### src/rtl/pipeline_mem_arbiter.sv
// Shares one external memory bus between the IF and MEM pipeline stages, with
// MEM-priority arbitration, an anti-starvation limit, fetch cancel and bus timeout.
module pipeline_mem_arbiter #(
    parameter int ADDR_WIDTH     = 32,
    parameter int DATA_WIDTH     = 32,
    parameter int MAX_MEM_STREAK = 4,
    parameter int TIMEOUT        = 64
) (
    input  logic                    clk,
    input  logic                    rst,
    // instruction-fetch requester
    input  logic                    if_req,
    input  logic [ADDR_WIDTH-1:0]   if_addr,
    input  logic                    if_cancel,
    output logic                    if_done,
    output logic [DATA_WIDTH-1:0]   if_rdata,
    // load/store requester
    input  logic                    mem_req,
    input  logic                    mem_we,
    input  logic [ADDR_WIDTH-1:0]   mem_addr,
    input  logic [DATA_WIDTH-1:0]   mem_wdata,
    input  logic [DATA_WIDTH/8-1:0] mem_sel,
    output logic                    mem_done,
    output logic [DATA_WIDTH-1:0]   mem_rdata,
    // pipeline stalls
    output logic                    stall_if,
    output logic                    stall_mem,
    // external bus
    output logic                    bus_req,
    output logic                    bus_we,
    output logic [ADDR_WIDTH-1:0]   bus_addr,
    output logic [DATA_WIDTH-1:0]   bus_wdata,
    output logic [DATA_WIDTH/8-1:0] bus_sel,
    input  logic                    bus_ack,
    input  logic [DATA_WIDTH-1:0]   bus_rdata,
    output logic                    bus_err
);

    localparam int SEL_W    = DATA_WIDTH / 8;
    localparam int STREAK_W = (MAX_MEM_STREAK > 0) ? $clog2(MAX_MEM_STREAK + 1) : 1;
    localparam int TMO_W    = (TIMEOUT > 1) ? $clog2(TIMEOUT) : 1;
    localparam int TMO_LAST = (TIMEOUT > 0) ? TIMEOUT - 1 : 0;

    typedef enum logic [1:0] {
        IDLE    = 2'd0,
        GNT_IF  = 2'd1,
        GNT_MEM = 2'd2
    } state_t;

    state_t                r_state;
    state_t                w_state_next;

    logic                  r_bus_req;
    logic                  r_bus_we;
    logic [ADDR_WIDTH-1:0] r_bus_addr;
    logic [DATA_WIDTH-1:0] r_bus_wdata;
    logic [SEL_W-1:0]      r_bus_sel;
    logic                  r_bus_err;
    logic                  r_if_done;
    logic [DATA_WIDTH-1:0] r_if_rdata;
    logic                  r_mem_done;
    logic [DATA_WIDTH-1:0] r_mem_rdata;
    logic [STREAK_W-1:0]   r_streak;
    logic [TMO_W-1:0]      r_tmo_cnt;
    logic                  r_cancel;

    logic                  w_if_elig;
    logic                  w_mem_elig;
    logic                  w_streak_ok;
    logic                  w_timeout;
    logic                  w_fetch_dropped;
    logic                  w_grant_if;
    logic                  w_grant_mem;
    logic                  w_end;

    // A requester whose done pulse is high this cycle is not re-granted.
    assign w_if_elig       = if_req & ~r_if_done;
    assign w_mem_elig      = mem_req & ~r_mem_done;
    assign w_streak_ok     = r_streak < STREAK_W'(MAX_MEM_STREAK);
    assign w_timeout       = (TIMEOUT > 0) && r_bus_req && !bus_ack &&
                             (r_tmo_cnt == TMO_W'(TMO_LAST));
    assign w_fetch_dropped = r_cancel | if_cancel;

    always_ff @(posedge clk or posedge rst) begin
        if (rst) r_state <= IDLE;
        else     r_state <= w_state_next;
    end

    always_comb begin
        // NOTE: every comb output gets a default first so no path infers a latch.
        w_state_next = r_state;
        w_grant_if   = 1'b0;
        w_grant_mem  = 1'b0;
        w_end        = 1'b0;
        case (r_state)
            IDLE: begin
                if (w_mem_elig && (!w_if_elig || w_streak_ok)) begin
                    w_grant_mem  = 1'b1;
                    w_state_next = GNT_MEM;
                end else if (w_if_elig && !if_cancel) begin
                    w_grant_if   = 1'b1;
                    w_state_next = GNT_IF;
                end
            end
            GNT_IF, GNT_MEM: begin
                if (bus_ack || w_timeout) begin
                    w_end        = 1'b1;
                    w_state_next = IDLE;
                end
            end
            default: w_state_next = IDLE;
        endcase
    end

    // NOTE: sequential state uses non-blocking assignments so every register
    // samples the pre-edge values regardless of statement order.
    always_ff @(posedge clk or posedge rst) begin
        if (rst) begin
            r_bus_req   <= 1'b0;
            r_bus_we    <= 1'b0;
            r_bus_addr  <= '0;
            r_bus_wdata <= '0;
            r_bus_sel   <= '0;
            r_bus_err   <= 1'b0;
            r_if_done   <= 1'b0;
            r_if_rdata  <= '0;
            r_mem_done  <= 1'b0;
            r_mem_rdata <= '0;
        end else begin
            r_if_done  <= 1'b0;
            r_mem_done <= 1'b0;
            r_bus_err  <= 1'b0;
            if (w_grant_mem) begin
                r_bus_req   <= 1'b1;
                r_bus_we    <= mem_we;
                r_bus_addr  <= mem_addr;
                r_bus_wdata <= mem_wdata;
                r_bus_sel   <= mem_sel;
            end else if (w_grant_if) begin
                r_bus_req   <= 1'b1;
                r_bus_we    <= 1'b0;
                r_bus_addr  <= if_addr;
                r_bus_wdata <= '0;
                r_bus_sel   <= '1;
            end else if (w_end) begin
                // A timeout completes the owner with zero data.
                r_bus_req <= 1'b0;
                r_bus_err <= w_timeout;
                if (r_state == GNT_MEM) begin
                    r_mem_done <= 1'b1;
                    if (!r_bus_we) r_mem_rdata <= bus_ack ? bus_rdata : '0;
                end else if (!w_fetch_dropped) begin
                    r_if_done  <= 1'b1;
                    r_if_rdata <= bus_ack ? bus_rdata : '0;
                end
            end
        end
    end

    always_ff @(posedge clk or posedge rst) begin
        if (rst) begin
            r_cancel <= 1'b0;
        end else if (r_state != GNT_IF || w_end) begin
            r_cancel <= 1'b0;
        end else if (if_cancel) begin
            r_cancel <= 1'b1;
        end
    end

    // Consecutive MEM wins over a waiting fetch; any fetch grant or idle IF resets it.
    always_ff @(posedge clk or posedge rst) begin
        if (rst) begin
            r_streak <= '0;
        end else if (!if_req || w_grant_if) begin
            r_streak <= '0;
        end else if (w_grant_mem && w_if_elig && w_streak_ok) begin
            r_streak <= r_streak + STREAK_W'(1);
        end
    end

    always_ff @(posedge clk or posedge rst) begin
        if (rst) begin
            r_tmo_cnt <= '0;
        end else if (w_grant_if || w_grant_mem) begin
            r_tmo_cnt <= '0;
        end else if ((TIMEOUT > 0) && r_bus_req && (r_tmo_cnt != TMO_W'(TMO_LAST))) begin
            r_tmo_cnt <= r_tmo_cnt + TMO_W'(1);
        end
    end

    assign bus_req   = r_bus_req;
    assign bus_we    = r_bus_we;
    assign bus_addr  = r_bus_addr;
    assign bus_wdata = r_bus_wdata;
    assign bus_sel   = r_bus_sel;
    assign bus_err   = r_bus_err;
    assign if_done   = r_if_done;
    assign if_rdata  = r_if_rdata;
    assign mem_done  = r_mem_done;
    assign mem_rdata = r_mem_rdata;
    assign stall_if  = if_req & ~r_if_done;
    assign stall_mem = mem_req & ~r_mem_done;

endmodule

### config.mk
export PLATFORM = sky130hd
export DESIGN_NAME = pipeline_mem_arbiter
export DESIGN_NICKNAME = d
export VERILOG_FILES = /design/src/rtl/pipeline_mem_arbiter.sv
export SDC_FILE = /design/constraint.sdc
export NUM_CORES = 1
export LEC_CHECK = 0
export BUFFER_PORTS_ARGS = -buffer_cell sky130_fd_sc_hd__buf_2
export CORE_ASPECT_RATIO = 0.75
export CORE_UTILIZATION = 35
export CTS_BUF_LIST = sky130_fd_sc_hd__clkbuf_16
export DETAILED_ROUTE_END_ITERATION = 6
export PLACE_DENSITY_LB_ADDON = 0.12
export SKIP_CTS_REPAIR_TIMING = 1
export SLEW_MARGIN = 40
export SYNTH_ARGS = -nofsm -noshare
export SYNTH_HDL_FRONTEND = slang
export SYNTH_SLANG_ARGS = --single-unit
### constraint.sdc
create_clock -name clk -period 4.8 [get_ports clk]
set_input_delay 0.48 -clock clk [delete_from_list [all_inputs] [get_ports clk]]
set_output_delay 0.48 -clock clk [all_outputs]
set_load 0.1 [all_outputs]
## Word-level counts from Yosys, hierarchy flattened

Index checks and enable logic that the tools add are counted.

- Register bits: 149
- Bits in latches: 0
- Bits in writable memories: 0
- ROM bits: 0
- Input port bits: 139
- Output and inout port bits: 139
- Logic and storage cells: 101
- Memories kept: 0

- Add/sub/neg operators: 2
- $mul: 0
- Divide/modulo/power cells: 0
- Order comparisons: 1
- Equal/unequal tests: 7
- Shifts and indexed selects: 0
- Mux-type cells: 41
- Bitwise logic cells: 10
- Reductions and logical operators: 26

Operator list:

| operator | count |
|---|---|
| $mux W32 | 5 |
| $mux W1 | 26 |
| $mux W6 | 2 |
| $reduce_and A5 Y1 | 2 |
| $mux W4 | 2 |
| $reduce_bool A2 Y1 | 4 |
| $logic_and A1 B1 Y1 | 7 |
| $not A1 Y1 | 7 |
| $add A6 B1 Y6 const B | 1 |
| $eq A6 B6 Y1 const B | 1 |
| $mux W2 | 3 |
| $mux W3 | 2 |
| $ne A6 B6 Y1 const B | 1 |
| $logic_or A1 B1 Y1 | 5 |
| $logic_not A1 Y1 | 4 |
| $pmux W2 S2 | 1 |
| $add A3 B1 Y3 const B | 1 |
| $lt A3 B3 Y1 const B | 1 |
| $ne A3 B3 Y1 const B | 1 |
| $reduce_bool A3 Y1 | 1 |
| $and A1 B1 Y1 | 2 |
| $eq A2 B1 Y1 const B | 1 |
| $eq A2 B2 Y1 const B | 1 |
| $logic_not A2 Y1 | 1 |
| other kinds (5) | 5 |

## Longest topological paths before layout

- Depth in word-level cells: 11
- Mapped depth: 9
- Gate-level depth less buffers: 6

## Worst setup path after synthesis

OpenSTA, ideal clock, no wires.

- Kind: flip-flop to flip-flop
- Start point: register r_if_done (netlist: if_done)
- End point: register r_if_rdata[10] (netlist: if_rdata[10])
- Setup time: 0.125 ns
- Arrival: 2.281 ns
- Data required time: 4.675 ns
- Path slack: 2.393 ns
- Stages on the path, launching flop included: 7
- Path buffers: 2
- Clock period less this slack: 2.407 ns
- Path through: dfrtp_1 > nand4bb_1 > o21ai_2 > buf_4 > nor3_4 > buf_6 > mux2_2

- Longest elaborated chain between the ends: 9
- Elaborated cells on any way between the ends: 14
- Those cells by class: 5 x mux; 4 x bitwise; 5 x reduce/logical

RTL lines:

| element | RTL line | text |
|---|---|---|
| start: declaration | 59 | `logic r_if_done;` |
| start signal: assignment | 125 | `r_if_done <= 1'b0;` |
| start signal: assignment | 130 | `r_if_done <= 1'b0;` |
| start signal: assignment | 153 | `r_if_done <= 1'b1;` |
| $not A1 Y1 (*) | 77 | `assign w_if_elig = if_req & ~r_if_done;` |
| $and A1 B1 Y1 (*) | 77 |  |
| $logic_not A1 Y1 | 97 | `if (w_mem_elig && (!w_if_elig \|\| w_streak_ok)) begin` |
| $logic_or A1 B1 Y1 | 97 |  |
| $logic_and A1 B1 Y1 | 97 |  |
| $mux W1 | 97 |  |
| $mux W1 | 95 | `case (r_state)` |
| $not A1 Y1 (no source line) | -- |  |
| $reduce_and A5 Y1 (no source line) (*) | -- |  |
| end signal: assignment | 154 | `r_if_rdata <= bus_ack ? bus_rdata : '0;` |
| end: declaration | 60 | `logic [DATA_WIDTH-1:0] r_if_rdata;` |

Every way passes the cells marked *; elsewhere a longest branch is shown, timed or not.
A chain may end at the register's enable or synchronous reset.

## Final worst setup path

- Start point: register r_state[0]
- End point: register r_bus_wdata[19] (netlist: bus_wdata[19])

- Longest elaborated chain between the ends: 3
- Elaborated cells on any way between the ends: 5
- Those cells by class: 3 x mux; 2 x reduce/logical

RTL lines:

| element | RTL line | text |
|---|---|---|
| start: declaration | 50 | `state_t r_state;` |
| start signal: assignment | 86 | `else r_state <= w_state_next;` |
| $logic_not A2 Y1 (*) | 95 |  |
| $mux W1 | 95 |  |
| $mux W32 / $reduce_bool A2 Y1 (equally long branches) | -- |  |
| end signal: assignment | 137 | `r_bus_wdata <= mem_wdata;` |
| end: declaration | 56 | `logic [DATA_WIDTH-1:0] r_bus_wdata;` |

Marked as above.

==> summary.md <==
| Metric | Value |
|---|---|
| Outcome | `finished clean` |
| Synth Register Bits | `149` |
| Drt first pass iters | `4` |
| Max Slew Vio Count | `0` |
| TritonCTS buffer count | `17` |
| Vias per cell | `4.60` |
| Period utilization | `51.2%` |
| First-pass GRT wire length | `25.6 mm` |
| Met3 wire len | `800 um` |
| DR WL met2 | `7.97 mm` |
| Initial antenna violation count | `0` |
| Clock transition at path regs | `0.06 ns` |
| Worst slew pin tran | `0.693 ns` |
| Yosys cell types | `40` |
| Rel. slew slack | `53.8%` |
| Uppermost layer routed | `met4` |
| Cells after Synth | `554` |
| TritonCTS clock tree | `yes` |
| Primary FF master, synth | `dfrtp_1` |
| CP Max Fanout | `72` |
| IO Pins | `278` |
| Fmax | `407 MHz` |
| Tot GR Track Use | `17.9%` |
| Synth warn | `0` |
| Die ar. | `18800 um^2` |
| Post-Syn Area | `6370 um^2` |
| Yosys top cell by area | `dfrtp_1` |
| Seq/Total Area, Yosys | `58.5%` |
| Layout area overhead | `34.2%` |
| Ranking of synthesized cells by area | `dfrtp_1, mux2_2, nand2_1` |
| Multi-input gate area | `2460 um^2` |
| Clock buffer depth | `2` |
| Syn_nets | `698` |
| M1 wire length | `7.27 mm` |
| Req. time, crit path | `5.06 ns` |
| Setup-failing EPs final | `0` |
| Register Area | `3730 um^2` |
| Antenna cells | `0` |
| Worst Skew | `0.00965 ns` |
| Filler cells | `1680` |
| Startpoint type of the worst setup path | `flip-flop` |
| Setup_tns | `0 ns` |
| Share of layout cells above drive strength 1 | `45.6%` |
| Num rows | `42` |
| Vias | `4964` |
| Clk root buf | `clkbuf_16` |
| First DRT Iteration DRCs | `287` |
| Routed wire length | `16.3 mm` |
| Starting Density | `36.0%` |
| Vias in the first global route | `4978` |
| Syn avg cell area | `11.5 um^2` |
| Core outline area | `17700 um^2` |
| Fin. Hold Viols | `0` |
| Ys async rst share | `100%` |
| H-tree depth | `4` |
| Worst endpoint data arrival time | `2.72 ns` |
| Endpoint class of the critical path | `flip-flop` |
| HP Class | `in -> async` |
| Post-layout min period | `2.46 ns` |
| Final HPWL DP | `11.4 mm` |
| Largest net degree at the start of global routing | `102` |
| Die width | `158 um` |
| RePlAce Congestion | `0.756` |
| Number of max-cap violations | `0` |
| Die height | `119 um` |
| PortBufs | `277` |
| Clk sink count | `149` |
| GRT Residual Overflow | `0` |
| Number of remaining DRC errors | `0` |
| Clk_lat worst skew | `0.42 ns` |
| Post-synth EDFFs | `0` |
| Unrepaired setup endpoints after global routing | `false` |
| Critical path class | `reg -> reg` |
| Antenna-violating nets left | `0` |
| DR WL/cell | `15.1 um` |
| Final #Nets | `968` |
| Top-area cell type share of the netlist area | `58.5%` |
-- metal layers --
metal / vias up / GRT usage, %
li1: 2411 / -
met1: 2391 / 22.6
met2: 142 / 29.4
met3: 20 / 4.08
met4: 0 / 7.52
met5: - / 0
-- layout make-up --
type | count | share of cell area (%)
timing repair buffer | 283 | 16.8
clock inverter | 14 | 1.92
multi-input combinational | 365 | 28.8
sequential | 149 | 43.6
inverter | 8 | 0.439
tap | 242 | 3.54
clock buffer | 17 | 4.97
-- registers in the layout, summed over array words and instances (netlist names), 2 cells and up --
register   flops
bus_addr      32
bus_wdata     32
if_rdata      32
mem_rdata     32
r_tmo_cnt      6
bus_sel        4
r_streak       3
r_state        2
-- synth_stat cells (3+ instances only) --
library cell,number
dfrtp_1,149
mux2_2,63
buf_1,5
nor2_1,15
o21ai_0,73
clkbuf_1,14
inv_1,8
buf_6,6
a21oi_1,3
nor3_1,3
ha_1,5
buf_2,6
mux2i_1,34
nand2_1,105
and2_1,34
-- metrics by stage --
stage | area [um^2] | setup slack, ns | util (%) | cells | hold WS (ns)
floorplan | 6370 | 0.312 | - | 554 | 0.469
global route | 8550 | 2.10 | 48.3 | 1078 | 0.241
detailed placement | 7960 | 2.31 | 45.0 | 1047 | 0.477
global placement | 7960 | 2.42 | 44.9 | 1047 | 0.467
finish | 8550 | 2.34 | 48.3 | 1078 | 0.192
CTS | 8550 | 2.31 | 48.3 | 1078 | 0.204
-- final timing paths --
kind	slack, ns	start	to	cells after the start
worst max-delay path	2.34	r_state[0]	bus_wdata[19]	6
max in group asynchronous	3.45	rst	bus_wdata[0]	3
min in group clk	0.27	mem_wdata[30]	bus_wdata[30]	3
worst min register to register	0.49	mem_rdata[24]	mem_rdata[24]	1
worst min-delay path	0.19	rst	mem_rdata[10]	2
worst max register to register	2.34	r_state[0]	bus_wdata[19]	6
-- worst max-delay path: stages (launching register included) --
cell and delay (ns):
dfrtp_1 0.40, inv_1 0.09, ha_1 0.25, nand3b_1 0.21
nor2_4 0.52, buf_4 0.61, o21ai_0 0.21
-- layout by cell type, fill, tap and decap left out, types with 3 or more instances in the layout --
cell type   count
mux2i_1        34
dfrtp_1       149
nor3_1          3
buf_4           5
nor2_1         14
mux2_2         63
nand2_1       105
and2_1         34
o21ai_0        73
clkinv_4        3
clkbuf_16      17
clkinvlp_4      3
inv_1           9
bufinv_16       3
a21oi_1         3
buf_2         277
ha_1            5
-- logic make-up after synthesis --
group / synth area share, %
AO/OA/AOI/OAI: 7.29
XOR/XNOR: 0.550
adder cells (fa/ha/maj): 0.982
buffers and inverters: 3.24
flip-flops: 58.5
multiplexers: 16.7
AND/OR/NAND/NOR: 12.8
Power is left out: the tool's default activity adds up to more than one toggle a clock period on the data nets, which glitch-free logic cannot reach.
